--- config.mk ---
export PLATFORM = sky130hd
export DESIGN_NAME = rr_arbiter_2x1
export DESIGN_NICKNAME = d
export VERILOG_FILES = /design/src/rtl/rr_arbiter_2x1.sv
export SDC_FILE = /design/constraint.sdc
export NUM_CORES = 1
export LEC_CHECK = 0
export CORE_ASPECT_RATIO = 1.25
export CORE_MARGIN = 1.5
export CORE_UTILIZATION = 47
export DETAILED_ROUTE_END_ITERATION = 12
export GPL_ROUTABILITY_DRIVEN = 0
export GPL_TIMING_DRIVEN = 0
export HOLD_SLACK_MARGIN = 0.06
export PLACE_DENSITY_LB_ADDON = 0.08
export RECOVER_POWER = 100
export SLEW_MARGIN = 15
export SYNTH_ARGS = -nofsm -noshare
export SYNTH_HDL_FRONTEND = slang
export SYNTH_SLANG_ARGS = --single-unit
export TNS_END_PERCENT = 50
--- constraint.sdc ---
create_clock -name clk -period 5.4 [get_ports clk]
set_input_delay 0.81 -clock clk [delete_from_list [all_inputs] [get_ports clk]]
set_output_delay 0.81 -clock clk [all_outputs]
set_load 0.005 [all_outputs]
--- src/rtl/rr_arbiter_2x1.sv ---
// rr_arbiter_2x1: burst-limited round-robin drain of two class FIFOs
// (FIFO #0 = class 0, FIFO #1 = class 1) into one downstream FIFO.
// Pops are combinational. Push and data are registered one cycle later.
module rr_arbiter_2x1 #(
  parameter int unsigned DATA_W = 10,
  parameter int unsigned BURST  = 4
) (
  input  logic              clk,
  input  logic              reset,
  input  logic              en,
  input  logic              fifo0_empty,
  input  logic              fifo1_empty,
  input  logic [DATA_W-1:0] fifo0_data,
  input  logic [DATA_W-1:0] fifo1_data,
  input  logic              out_almost_full,
  output logic              pop_0,
  output logic              pop_1,
  output logic              push_out,
  output logic [DATA_W-1:0] data_out,
  output logic [1:0]        grant
);

  // The encoding doubles as the one-hot grant: 00 idle, 01 serve 0, 10 serve 1.
  typedef enum logic [1:0] {
    IDLE   = 2'b00,
    SERVE0 = 2'b01,
    SERVE1 = 2'b10
  } state_t;

  localparam logic [3:0] LAST_BEAT = 4'(BURST - 1);

  state_t     state, state_n;
  logic [3:0] burst_cnt, burst_cnt_n;
  logic       last_grant, last_grant_n;

  assign grant = state;

  // Pops: only while serving, enabled, the head is valid and downstream has room.
  always_comb begin
    pop_0 = en & (state == SERVE0) & ~fifo0_empty & ~out_almost_full;
    pop_1 = en & (state == SERVE1) & ~fifo1_empty & ~out_almost_full;
  end

  // Next-state, burst counter and round-robin pointer.
  always_comb begin
    state_n      = state;
    burst_cnt_n  = burst_cnt;
    last_grant_n = last_grant;
    if (en) begin
      unique case (state)
        IDLE: begin
          if (!fifo0_empty && !fifo1_empty) begin
            state_n      = last_grant ? SERVE0 : SERVE1;
            burst_cnt_n  = '0;
            last_grant_n = ~last_grant;
          end else if (!fifo0_empty) begin
            state_n      = SERVE0;
            burst_cnt_n  = '0;
            last_grant_n = 1'b0;
          end else if (!fifo1_empty) begin
            state_n      = SERVE1;
            burst_cnt_n  = '0;
            last_grant_n = 1'b1;
          end
        end
        SERVE0: begin
          if (fifo0_empty || (pop_0 && burst_cnt == LAST_BEAT)) begin
            burst_cnt_n = '0;
            if (!fifo1_empty) begin
              state_n      = SERVE1;
              last_grant_n = 1'b1;
            end else if (fifo0_empty) begin
              state_n = IDLE;
            end
          end else begin
            burst_cnt_n = burst_cnt + {3'b000, pop_0};
          end
        end
        SERVE1: begin
          if (fifo1_empty || (pop_1 && burst_cnt == LAST_BEAT)) begin
            burst_cnt_n = '0;
            if (!fifo0_empty) begin
              state_n      = SERVE0;
              last_grant_n = 1'b0;
            end else if (fifo1_empty) begin
              state_n = IDLE;
            end
          end else begin
            burst_cnt_n = burst_cnt + {3'b000, pop_1};
          end
        end
        default: state_n = IDLE;
      endcase
    end
  end

  // Control state register; last_grant resets to 1 so FIFO #0 wins first.
  always_ff @(posedge clk or negedge reset) begin
    if (!reset) begin
      state      <= IDLE;
      burst_cnt  <= '0;
      last_grant <= 1'b1;
    end else begin
      state      <= state_n;
      burst_cnt  <= burst_cnt_n;
      last_grant <= last_grant_n;
    end
  end

  // Output register: push follows any pop; data holds when nothing is popped.
  always_ff @(posedge clk or negedge reset) begin
    if (!reset) begin
      push_out <= 1'b0;
      data_out <= '0;
    end else begin
      push_out <= pop_0 | pop_1;
      if (pop_0)      data_out <= fifo0_data;
      else if (pop_1) data_out <= fifo1_data;
    end
  end

endmodule
**Yosys cells after proc, flatten, opt, wreduce, memory -nomap -nowiden**

Cells that the tools add are included.

- Flip-flop bits (word level): 18
- Input port bits: 26

- $add $sub $neg: 2
- Equal/unequal tests: 9
- Muxes and demuxes: 26
- Bitwise logic cells: 11
- Reduce and logical (&&, ||, !) cells: 13

Operators with widths:

| kind | count |
|---|---|
| 2-to-1 mux 10 bit | 2 |
| 2-to-1 mux 2 bit | 10 |
| 2-to-1 mux 4 bit | 5 |
| one-hot mux 4 bit (3 select lines) | 1 |
| adder 4 x 1 -> 4 bit | 2 |
| AND 1 bit | 6 |
| 2-to-1 mux 1 bit | 6 |
| inequality test 3 bit, second input constant | 2 |
| one-hot mux 2 bit (3 select lines) | 1 |
| AND reduction 6 bit | 1 |
| AND reduction 5 bit | 1 |
| == test 4 x 2 -> 1 bit, second input constant | 1 |
| inequality test 2 x 1 -> 1 bit, second input constant | 2 |
| inequality test 4 bit, second input constant | 1 |
| inverter 1 bit | 4 |
| logical AND 1 bit | 3 |
| one-hot mux 1 bit (3 select lines) | 1 |
| AND reduction 3 bit | 1 |
| nonzero test 3 bit | 1 |
| == test 2 x 1 -> 1 bit, second input constant | 1 |
| == test 2 bit, second input constant | 1 |
| logical NOT 1 bit | 2 |
| logical NOT 2 bit | 1 |
| logical OR 1 bit | 2 |
| other kinds (3) | 3 |

**Longest topological paths before layout**

Gate-level depths: netlist of the first run.

- Depth after elaboration: 8
- Gate-level depth with buffers: 10
- Gate-level depth less buffers: 9

**Least setup slack after synthesis of the first run**

Ideal clock, no wire load.

- Path kind: input port to flip-flop
- Start: input out_almost_full
- End: register burst_cnt[2]
- Arrival time: 2.410 ns
- Data required time: 5.317 ns
- Path slack: 2.907 ns
- Cell stages on the path: 8
- Cell sequence: nand2b_1 nor2_1 clkbuf_1 ha_1 ha_1 a22oi_1 or4_1 o21ai_0

- Longest elaborated chain between the ends: 6
- Elaborated cells between the ends (all ways): 12

RTL lines:

| element | line | text |
|---|---|---|
| from (decl) | 15 | `input logic out_almost_full,` |
| inverter 1 bit * | 40 | `pop_0 = en & (state == SERVE0) & ~fifo0_empty & ~out_almost_full;` |
| AND 1 bit * | 40 |  |
| named net pop_0 | 16 | `output logic pop_0,` |
| parallel branches: the longest is 2 deep, another holds adder 4 x 1 -> 4 bit | - |  |
| 2-to-1 mux 4 bit * | 67 | `if (fifo0_empty \|\| (pop_0 && burst_cnt == LAST_BEAT)) begin` |
| one-hot mux 4 bit (3 select lines) * | 50 | `unique case (state)` |
| to (signal assigned) | 105 | `burst_cnt <= burst_cnt_n;` |
| to (decl) | 33 | `logic [3:0] burst_cnt, burst_cnt_n;` |

Mark *: on every way through the listed nets, which the timed path passes.
A chain may end at the register's enable or synchronous reset.

**Worst setup path after layout of the first run**

- Start: input fifo1_empty
- End: output pop_1

- Longest elaborated chain between the ends: 3

RTL lines:

| element | line | text |
|---|---|---|
| from (decl) | 12 | `input logic fifo1_empty,` |
| inverter 1 bit | 41 | `pop_1 = en & (state == SERVE1) & ~fifo1_empty & ~out_almost_full;` |
| AND 1 bit (2 in a row) | 41 |  |
| to (decl) | 17 | `output logic pop_1,` |

Every way passes these cells.

==> results of run 1 <==
layout by cell type (no fill, tap or decap), drive strengths merged, types with 2 or more instances in the layout:
| cell | count |
|---|---|
| o21ai | 14 |
| dlygate4sd3 | 16 |
| nand3 | 2 |
| a22oi | 4 |
| o31ai | 4 |
| and2b | 2 |
| clkdlybuf4s50 | 24 |
| nand2b | 5 |
| nand2 | 16 |
| clkbuf | 7 |
| xnor2 | 2 |
| inv | 4 |
| dfrtp | 17 |
| mux2i | 12 |
| a31oi | 2 |
| ha | 8 |
| a21oi | 4 |
| nor2 | 3 |
layer usage:
layer  global-route usage  vias up  wire length, um
li1                     -      496                -
met2               0.3810       26             1349
met4              0.06939        0               22
met5                    0        -                0
met1               0.2429      472             1070
met3              0.02848        2              134
logic make-up after synthesis:
kind of cell | synth area share
xor gates and xnor gates | 0.01572
AOI/OAI and AO/OA | 0.2043
DFF | 0.4052
adders and majority gates | 0.08979
and+or+nand+nor | 0.1403
buffers and inverters | 0.02694
muxes | 0.1178
final cells by class:
cell class,count,area (um^2)
Tap cell,31,38.79
Fill cell,190,653.1
Multi-Input combinational cell,88,614.3
Sequential cell,18,451.7
Timing Repair Buffer,40,400.4
Inverter,4,15.01
Clock buffer,4,26.28
Buffer,3,11.26
critical path, stage by stage:
cell             delay, ns
clkdlybuf4s50_1       0.49
nand2b_1              0.23
nor2_1                0.18
clkbuf_1              0.58
clkdlybuf4s50_1       0.63
worst max-delay path by stage:
| stage | startpoint | to | slack [ns] | cells past startpoint |
|---|---|---|---|---|
| floorplan | out_almost_full | burst_cnt[2]$_DFFE_PN0P_ | 2.91 | 8 |
| global placement | fifo0_empty | pop_0 | 1.85 | 5 |
| detailed placement | fifo0_empty | pop_0 | 1.86 | 5 |
| CTS | fifo0_empty | pop_0 | 1.85 | 5 |
| global route | fifo1_empty | pop_1 | 1.55 | 5 |
| finish | fifo1_empty | pop_1 | 1.67 | 5 |
metrics by stage:
step | util | hold WS (ns) | instances
after global placement | 0.7029 | 0.5203 | 184
after CTS | 0.7148 | 0.5798 | 188
after global routing | 0.7046 | 0.5911 | 188
final | 0.7046 | 0.5712 | 188
after floorplan | - | 0.5012 | 113
after detailed placement | 0.7029 | 0.5459 | 184
registers in the layout, summed over array words and instances, names as in the netlist:
name / cells
data_out: 10
burst_cnt: 4
grant: 2
last_grant: 1
push_out: 1
report_power, final:
part / total (uW) / switching (uW) / internal, uW
sequential: 213 / 28.1 / 185
combinational: 262 / 120 / 142
clock: 66.7 / 38.1 / 28.6
==> results.py, run 1 <==
metrics = {
    "status": {
        "status": "finished, final reports clean",
    },
    "routing": {
        "drc": 0,
        "postRouteAntennaNets": 0,
        "initialDrtViolationCount": 20,
        "num_vias": 996,
        "dr.pass1.iters": 4,
        "drt_wl_total_um": 2576,
        "wire_per_inst_um": 13.70,
        "vias_per_cell": 5.298,
    },
    "critical_path": {
        "endpoint_kind": "output port",
        "path_class": "in -> out",
        "rrSetupSlack_ns": 2.62,
        "path_max_fanout": 11,
        "critPathRequiredTime_ns": 4.59,
        "worst_setup_path_start_kind": "input port",
        "worst-endpoint-arrival_ns": 2.92,
        "timing.rr.end": "burst_cnt[2]$_DFFE_PN0P_",
        "worstReg2RegStart": "grant[0]$_DFFE_PN0P_",
        "worst_r2r_path_depth": 10,
    },
    "clocking": {
        "clock-sinks": 18,
        "hold_buffers": 0,
        "clkSlewWorstSetupHoldPaths_ns": 0.09,
        "cts_buffers": 3,
        "ctsHtreeMaxLevel": 1,
        "insertion_delay_ns": 0.28,
        "cts.path.max_buffers": 2,
        "cts_root_buf": "clkbuf_4",
        "cts_setup_buffers": 0,
        "cts_tree": "built",
        "postCtsResizedCells": 0,
    },
    "floorplanning": {
        "rows": 19,
        "pin_count": 41,
        "fp.coreArea_mm2": 0.002211,
        "die_h_um": 57.45,
        "start_util": 0.5042,
        "dieWidth_um": 46.56,
        "die_area_mm2": 0.002675,
    },
    "sta": {
        "max_slew_margin": 0.4736,
        "slew_viol_final": 0,
        "setup_slack_ns": 1.672,
        "clock.fmax_ghz": 0.2682,
        "rsz0062_at_grt": "false",
        "fin_crit_ns": 3.728,
        "period_share": 0.6904,
        "setup_viol": 0,
        "tightest_slew_ns": 0.7870,
        "finClkSkew_ns": 0.007764,
        "finalHoldViolCount": 0,
        "tns_ns": 0,
    },
    "finish": {
        "n_antenna_cell": 0,
        "synthToLayoutAreaGrowth_pct": 39.73,
        "finalInstanceArea_mm2": 0.001558,
        "nNetsFinal": 192,
        "drive_above_1_share": 0.04459,
    },
    "synthesis": {
        "synth_fp_nets": 147,
        "postSynthCellCount": 113,
        "netlist_top_cells_area": "dfrtp_1 38%, mux2i_1 11%, ha_1 9.0%",
        "synth_edf_count": 0,
        "yosysUniqueCellTypes": 29,
        "yosysWarnings": 0,
        "synthArstFlopShare": 1.000,
        "synth_flop_cell": "dfrtp_1",
        "synth_largest_area_cell": "dfrtp_1",
        "synth_top_area_frac": 0.3816,
        "synth_most_common_cell": "dfrtp_1",
        "synth_common_cells": "17 x dfrtp_1, 16 x nand2_1, 13 x o21ai_0",
        "avgSynthCellArea_um2": 9.866,
        "synth-seq-cells": 18,
        "synth.yosys.seq_area_share": 0.4052,
        "netlist_area_mm2": 0.001115,
    },
    "grt": {
        "grt_pass1_wl_um": 4146,
        "grt_max_degree": 19,
        "grt-ovfl-total": 0,
        "grt.total_usage": 0.2107,
        "antenna_found_initial": 0,
        "grt_pass1_vias": 997,
    },
    "place": {
        "hpwl_um": 2067,
        "numPortBuffers": 40,
        "place_ws_ns": 1.855,
        "dpl-instance-area_mm2": 0.001554,
    },
    "min_path": {
        "hp-class": "reg -> reg",
        "min-delay-start": "data_out[1]$_DFFE_PN0P_",
        "holdPathEnd": "data_out[1]$_DFFE_PN0P_",
        "hold_path_depth": 2,
    },
    "pwr": {
        "ir_drop_mv": 0.2958,
        "finalPower_uw": 541.4,
        "powerDensity_mw_per_mm2": 347.6,
        "p_leak_uw": 0.0006432,
    },
    "job": {
        "maxCapViolations": 0,
    },
}
(Power assumes the default switching activity.)
==> inputs of run 2 (changes only) <==
--- a/config.mk
+++ b/config.mk
@@ -7,7 +7,7 @@
 export LEC_CHECK = 0
 export CORE_ASPECT_RATIO = 1.25
 export CORE_MARGIN = 1.5
-export CORE_UTILIZATION = 47
+export CORE_UTILIZATION = 44
 export DETAILED_ROUTE_END_ITERATION = 12
 export GPL_ROUTABILITY_DRIVEN = 0
 export GPL_TIMING_DRIVEN = 0
==> constraint.sdc (replaced) <==
create_clock -name clk -period 3.5 [get_ports clk]
set_input_delay 0.525 -clock clk [delete_from_list [all_inputs] [get_ports clk]]
set_output_delay 0.525 -clock clk [all_outputs]
set_load 0.005 [all_outputs]
==> run 2 against run 1 <==
Wire length grew 1.4%. Register-to-register slack lost 1.9 ns. Critical path depth is the same. Hold slack barely moved. Core utilization decreased by 6.2 points. Non-clock buffer count unchanged. Power rose by 55%. Critical endpoint unchanged.
==> results.py, run 2 (synthesized netlist as in run 1, its figures left out) <==
metrics = {
    "clocking": {
        "cts.path.max_buffers": 2,
        "cts_setup_buffers": 0,
        "postCtsResizedCells": 0,
        "cts_root_buf": "clkbuf_4",
        "ctsHtreeMaxLevel": 1,
        "hold_buffers": 0,
        "cts_tree": "built",
        "cts_buffers": 3,
        "insertion_delay_ns": 0.29,
        "clock-sinks": 18,
        "clkSlewWorstSetupHoldPaths_ns": 0.10,
    },
    "sta": {
        "max_slew_margin": 0.4372,
        "setup_viol": 0,
        "fin_crit_ns": 3.200,
        "finalHoldViolCount": 0,
        "rsz0062_at_grt": "false",
        "tightest_slew_ns": 0.8414,
        "timing.hold.ws_ns": 0.5716,
        "clock.fmax_ghz": 0.3125,
        "slew_viol_final": 0,
        "tns_ns": 0,
        "finClkSkew_ns": 0.002168,
        "period_share": 0.9142,
        "setup_slack_ns": 0.3002,
    },
    "job": {
        "maxCapViolations": 0,
    },
    "critical_path": {
        "cp_common_cell": "clkdlybuf4s50_1",
        "path_class": "in -> out",
        "path_max_fanout": 11,
        "crit_chain": "clkdlybuf4s50_1 -> nand2b_1 -> nor2_1 -> clkbuf_1 -> clkdlybuf4s50_1",
        "worst-endpoint-arrival_ns": 2.67,
        "worst_r2r_path_depth": 10,
        "worst_setup_path_start_kind": "input port",
        "critPathTopFamily": "buffers and inverters",
        "cp.buffers_inverters": 3,
        "critPathRequiredTime_ns": 2.97,
        "endpoint_kind": "output port",
        "critical_path_cell_count": 5,
        "cpMaxStageDelayCell": "clkdlybuf4s50_1",
        "cpPeakStageDelay_ns": 0.64,
    },
    "finish": {
        "layout_commonest_cell": "clkdlybuf4s50_1",
        "nFillCells": 197,
        "largest_reg_flops": 10,
        "drive_above_1_share": 0.04459,
        "synthToLayoutAreaGrowth_pct": 39.96,
        "nNetsFinal": 192,
        "instances_no_fill": 190,
        "n_antenna_cell": 0,
        "max_flop_register": "data_out",
        "layout_common_cells": "24 x clkdlybuf4s50_1, 17 x dfrtp_1, 16 x nand2_1, 16 x dlygate4sd3_1, 14 x o21ai_0",
    },
    "routing": {
        "dr.pass1.iters": 4,
        "wire_per_inst_um": 13.75,
        "vias_per_cell": 5.321,
        "num_vias": 1011,
        "drc": 0,
        "drt_wl_total_um": 2612,
        "initialDrtViolationCount": 42,
        "postRouteAntennaNets": 0,
    },
    "grt": {
        "grt_pass1_vias": 1017,
        "grt_pass1_wl_um": 4098,
        "grt.total_usage": 0.2011,
        "grt-ovfl-total": 0,
        "antenna_found_initial": 0,
        "grt_max_degree": 19,
    },
    "pwr": {
        "seq_power_share": 0.389,
        "p_switching_uw": 289.1,
        "p_comb_frac": 0.482,
        "powerDensity_mw_per_mm2": 536.6,
        "ir_drop_mv": 0.3498,
        "p_leak_uw": 0.0006432,
        "switching_share": 0.3453,
        "power.clock.fraction": 0.129,
        "p_int_uw": 548.1,
    },
    "place": {
        "place_ws_ns": 0.5035,
        "hpwl_um": 2014,
        "dp.cells": 186,
        "numPortBuffers": 40,
    },
    "floorplanning": {
        "fp.coreArea_mm2": 0.002427,
        "rows": 20,
        "pin_count": 41,
        "dieWidth_um": 48.02,
        "start_util": 0.4593,
        "die_area_mm2": 0.002846,
        "die_h_um": 59.28,
    },
    "min_path": {
        "hp-class": "reg -> reg",
        "hold_path_depth": 2,
    },
    "status": {
        "status": "finished, final reports clean",
    },
}
-- run 2: final cells by class --
cell class	instances	area [um^2]	share of cell area
inverters	4	15.01	0.009623
clock buffers	4	26.28	0.01684
well taps	33	41.29	0.02646
flip-flops and latches	18	451.7	0.2895
repair buffers	40	400.4	0.2566
multi-input cells	88	614.3	0.3937
plain buffers	3	11.26	0.007217
-- run 2: power groups by stage --
| stage | registers [uW] | logic [uW] | clock network [uW] |
|---|---|---|---|
| detailed placement | 335 | 437 | 0 |
| global placement | 329 | 431 | 0 |
| global route | 335 | 450 | 123 |
| finish | 326 | 403 | 108 |
| floorplan | 337 | 213 | 0 |
| CTS | 330 | 439 | 113 |
-- run 2: worst paths after layout --
kind / from / to / slack, ns
setup / recovery: fifo1_empty / pop_1 / 0.30
hold / removal: burst_cnt[0]$_DFFE_PN0P_ / burst_cnt[0]$_DFFE_PN0P_ / 0.57
setup reg to reg: grant[0]$_DFFE_PN0P_ / burst_cnt[2]$_DFFE_PN0P_ / 0.71
hold reg to reg: burst_cnt[0]$_DFFE_PN0P_ / burst_cnt[0]$_DFFE_PN0P_ / 0.57
max in group asynchronous: reset / push_out$_DFF_PN0_ / 2.22
min in group asynchronous: reset / data_out[1]$_DFFE_PN0P_ / 0.77
-- run 2: per-layer routing --
layer | wire (um) | share of wire | GRT usage
met5 | 0 | 0 | 0
met4 | 38 | 0.015 | 0.1274
met3 | 214 | 0.082 | 0.04268
met2 | 1279 | 0.49 | 0.3295
met1 | 1080 | 0.41 | 0.2252
-- run 2: worst register-to-register path, stage by stage (launching register included) --
cell,delay [ns]
dfrtp_1,0.42
inv_1,0.12
ha_1,0.23
nand2b_1,0.12
nor2_1,0.18
clkbuf_1,0.61
ha_1,0.31
ha_1,0.18
a22oi_1,0.07
or4_1,0.40
o21ai_0,0.09
-- run 2: through the flow --
step	cell area [um^2]	total power, uW	utilization
after floorplan	1115	550.3	-
after global placement	1556	760.0	0.6412
after detailed placement	1556	772.0	0.6412
after CTS	1583	882.2	0.6521
after global routing	1560	908.3	0.6428
final	1560	837.2	0.6428
==> inputs of run 3 (changes only) <==
--- a/config.mk
+++ b/config.mk
@@ -8,10 +8,11 @@
 export CORE_ASPECT_RATIO = 1.25
 export CORE_MARGIN = 1.5
 export CORE_UTILIZATION = 44
+export CTS_BUF_LIST = sky130_fd_sc_hd__clkbuf_8 sky130_fd_sc_hd__clkbuf_16
 export DETAILED_ROUTE_END_ITERATION = 12
 export GPL_ROUTABILITY_DRIVEN = 0
 export GPL_TIMING_DRIVEN = 0
-export HOLD_SLACK_MARGIN = 0.06
+export HOLD_SLACK_MARGIN = 0.05
 export PLACE_DENSITY_LB_ADDON = 0.08
 export RECOVER_POWER = 100
 export SLEW_MARGIN = 15
==> run 3 against run 2 <==
Die area did not move. Clock-buffer cell count shrank 1. Fmax about the same. Hold slack lost 0.011 ns. Sequential power about the same. First-iteration DRC count decreased by 4.8%. Critical endpoint unchanged. Combinational power hardly changed. Wire length rose by 1.2%. Register-to-register slack about the same. Via count up 1.2%.
==> results.py, run 3 (synthesized netlist as in run 1, its figures left out) <==
metrics = {
    "grt": {
        "grt_pass1_vias": 1041,
        "antenna_found_initial": 0,
        "grt_max_degree": 19,
        "grt.total_usage": 0.2040,
        "grt_pass1_wl_um": 4167,
        "grt-ovfl-total": 0,
    },
    "routing": {
        "drt_wl_total_um": 2643,
        "postRouteAntennaNets": 0,
        "drc": 0,
        "dr.pass1.iters": 4,
        "vias_per_cell": 5.384,
        "num_vias": 1023,
        "initialDrtViolationCount": 40,
        "wire_per_inst_um": 13.91,
    },
    "clocking": {
        "cts_tree": "built",
        "cts_buffers": 3,
        "ctsHtreeMaxLevel": 1,
        "clock-sinks": 18,
        "cts_setup_buffers": 0,
        "cts_root_buf": "clkbuf_8",
        "postCtsResizedCells": 0,
        "insertion_delay_ns": 0.25,
        "clkSlewWorstSetupHoldPaths_ns": 0.07,
        "hold_buffers": 0,
        "cts.path.max_buffers": 2,
    },
    "sta": {
        "period_share": 0.9142,
        "setup_viol": 0,
        "fin_crit_ns": 3.200,
        "finalHoldViolCount": 0,
        "rsz0062_at_grt": "false",
        "tns_ns": 0,
        "max_slew_margin": 0.4302,
        "slew_viol_final": 0,
        "tightest_slew_ns": 0.8519,
        "finClkSkew_ns": 0.003658,
        "timing.hold.ws_ns": 0.5610,
        "clock.fmax_ghz": 0.3125,
    },
    "pwr": {
        "switching_share": 0.3343,
        "power.clock.fraction": 0.165,
        "seq_power_share": 0.373,
        "p_leak_uw": 0.0006551,
        "p_int_uw": 582.2,
        "powerDensity_mw_per_mm2": 553.9,
        "ir_drop_mv": 0.3545,
        "p_switching_uw": 292.3,
        "p_comb_frac": 0.461,
    },
    "finish": {
        "seqCellArea_um2": 451.7,
        "synthToLayoutAreaGrowth_pct": 41.64,
        "drive_above_1_share": 0.04459,
        "nFillCells": 196,
        "largest_reg_flops": 10,
        "layout_commonest_cell": "clkdlybuf4s50_1",
        "nNetsFinal": 192,
        "layout_common_cells": "24 x clkdlybuf4s50_1, 17 x dfrtp_1, 16 x nand2_1, 16 x dlygate4sd3_1, 14 x o21ai_0",
        "max_flop_register": "data_out",
        "multi_input_area_um2": 614.3,
        "instances_no_fill": 190,
        "n_antenna_cell": 0,
    },
    "critical_path": {
        "worst_r2r_path_depth": 10,
        "rrSetupSlack_ns": 0.72,
        "critPathRequiredTime_ns": 2.97,
        "timing.rr.end": "burst_cnt[2]$_DFFE_PN0P_",
        "worst-endpoint-arrival_ns": 2.67,
        "worst_setup_path_start_kind": "input port",
        "crit_path_start": "fifo1_empty",
        "path_max_fanout": 11,
        "endpoint_kind": "output port",
        "path_class": "in -> out",
        "worstReg2RegStart": "grant[0]$_DFFE_PN0P_",
        "crit_path_end": "pop_1",
    },
    "floorplanning": {
        "dieWidth_um": 48.02,
        "fp.coreArea_mm2": 0.002427,
        "rows": 20,
        "die_h_um": 59.28,
        "pin_count": 41,
        "start_util": 0.4593,
        "die_area_mm2": 0.002846,
    },
    "place": {
        "hpwl_um": 2014,
        "dp.cells": 186,
        "numPortBuffers": 40,
    },
    "job": {
        "maxCapViolations": 0,
    },
    "min_path": {
        "hp-class": "reg -> reg",
    },
    "status": {
        "status": "finished, final reports clean",
    },
}
==> run 3: cell count changes in the layout (fill, tap and decap cells not counted), sizes merged <==
cell | before | now
inv | 4 | 5
clkbuf | 7 | 6
==> run 3: how the worst min path moves through the flow <==
stage                             startpoint                       end  slack, ns  cells after the start
detailed placement  burst_cnt[0]$_DFFE_PN0P_  burst_cnt[0]$_DFFE_PN0P_       0.55                      2
global placement    burst_cnt[0]$_DFFE_PN0P_  burst_cnt[0]$_DFFE_PN0P_       0.53                      2
finish              burst_cnt[0]$_DFFE_PN0P_  burst_cnt[0]$_DFFE_PN0P_       0.56                      2
CTS                 burst_cnt[0]$_DFFE_PN0P_  burst_cnt[0]$_DFFE_PN0P_       0.57                      2
global route         data_out[3]$_DFFE_PN0P_   data_out[3]$_DFFE_PN0P_       0.60                      2
floorplan                              reset  burst_cnt[0]$_DFFE_PN0P_       0.23                      0
==> run 3: critical path: stages <==
cell and delay [ns]:
clkdlybuf4s50_1 0.49, nand2b_1 0.22, nor2_1 0.18, clkbuf_1 0.62
clkdlybuf4s50_1 0.64
==> run 3: area by class of cell <==
| cell class | instances | share of cell area |
|---|---|---|
| Timing Repair Buffer | 40 | 0.2536 |
| Multi-Input combinational cell | 88 | 0.3891 |
| Inverter | 4 | 0.009509 |
| Tap cell | 33 | 0.02615 |
| Buffer | 3 | 0.007132 |
| Clock inverter | 1 | 0.002377 |
| Clock buffer | 3 | 0.02615 |
| Sequential cell | 18 | 0.2861 |
==> run 3: through the flow <==
step                power [uW]  area, um^2  utilization  setup slack, ns
finish                   874.6        1579       0.6505           0.3003
floorplan                550.3        1115            -            1.291
global placement         760.0        1556       0.6412           0.5083
detailed placement       772.0        1556       0.6412           0.5035
global route             946.1        1579       0.6505           0.2019
CTS                      920.5        1602       0.6598           0.4847
==> run 3: layer usage <==
metal / part of all wire / wire length [um] / track usage
met1: 0.42 / 1099 / 0.2252
met2: 0.49 / 1284 / 0.3314
met3: 0.080 / 211 / 0.04268
met4: 0.018 / 47 / 0.1429
met5: 0 / 0 / 0
==> run 3: power groups by stage <==
stage               clock network (uW)  logic (uW)  registers (uW)
floorplan                            0         213             337
CTS                                150         439             331
detailed placement                   0         437             335
global placement                     0         431             329
finish                             145         403             327
global route                       160         450             336
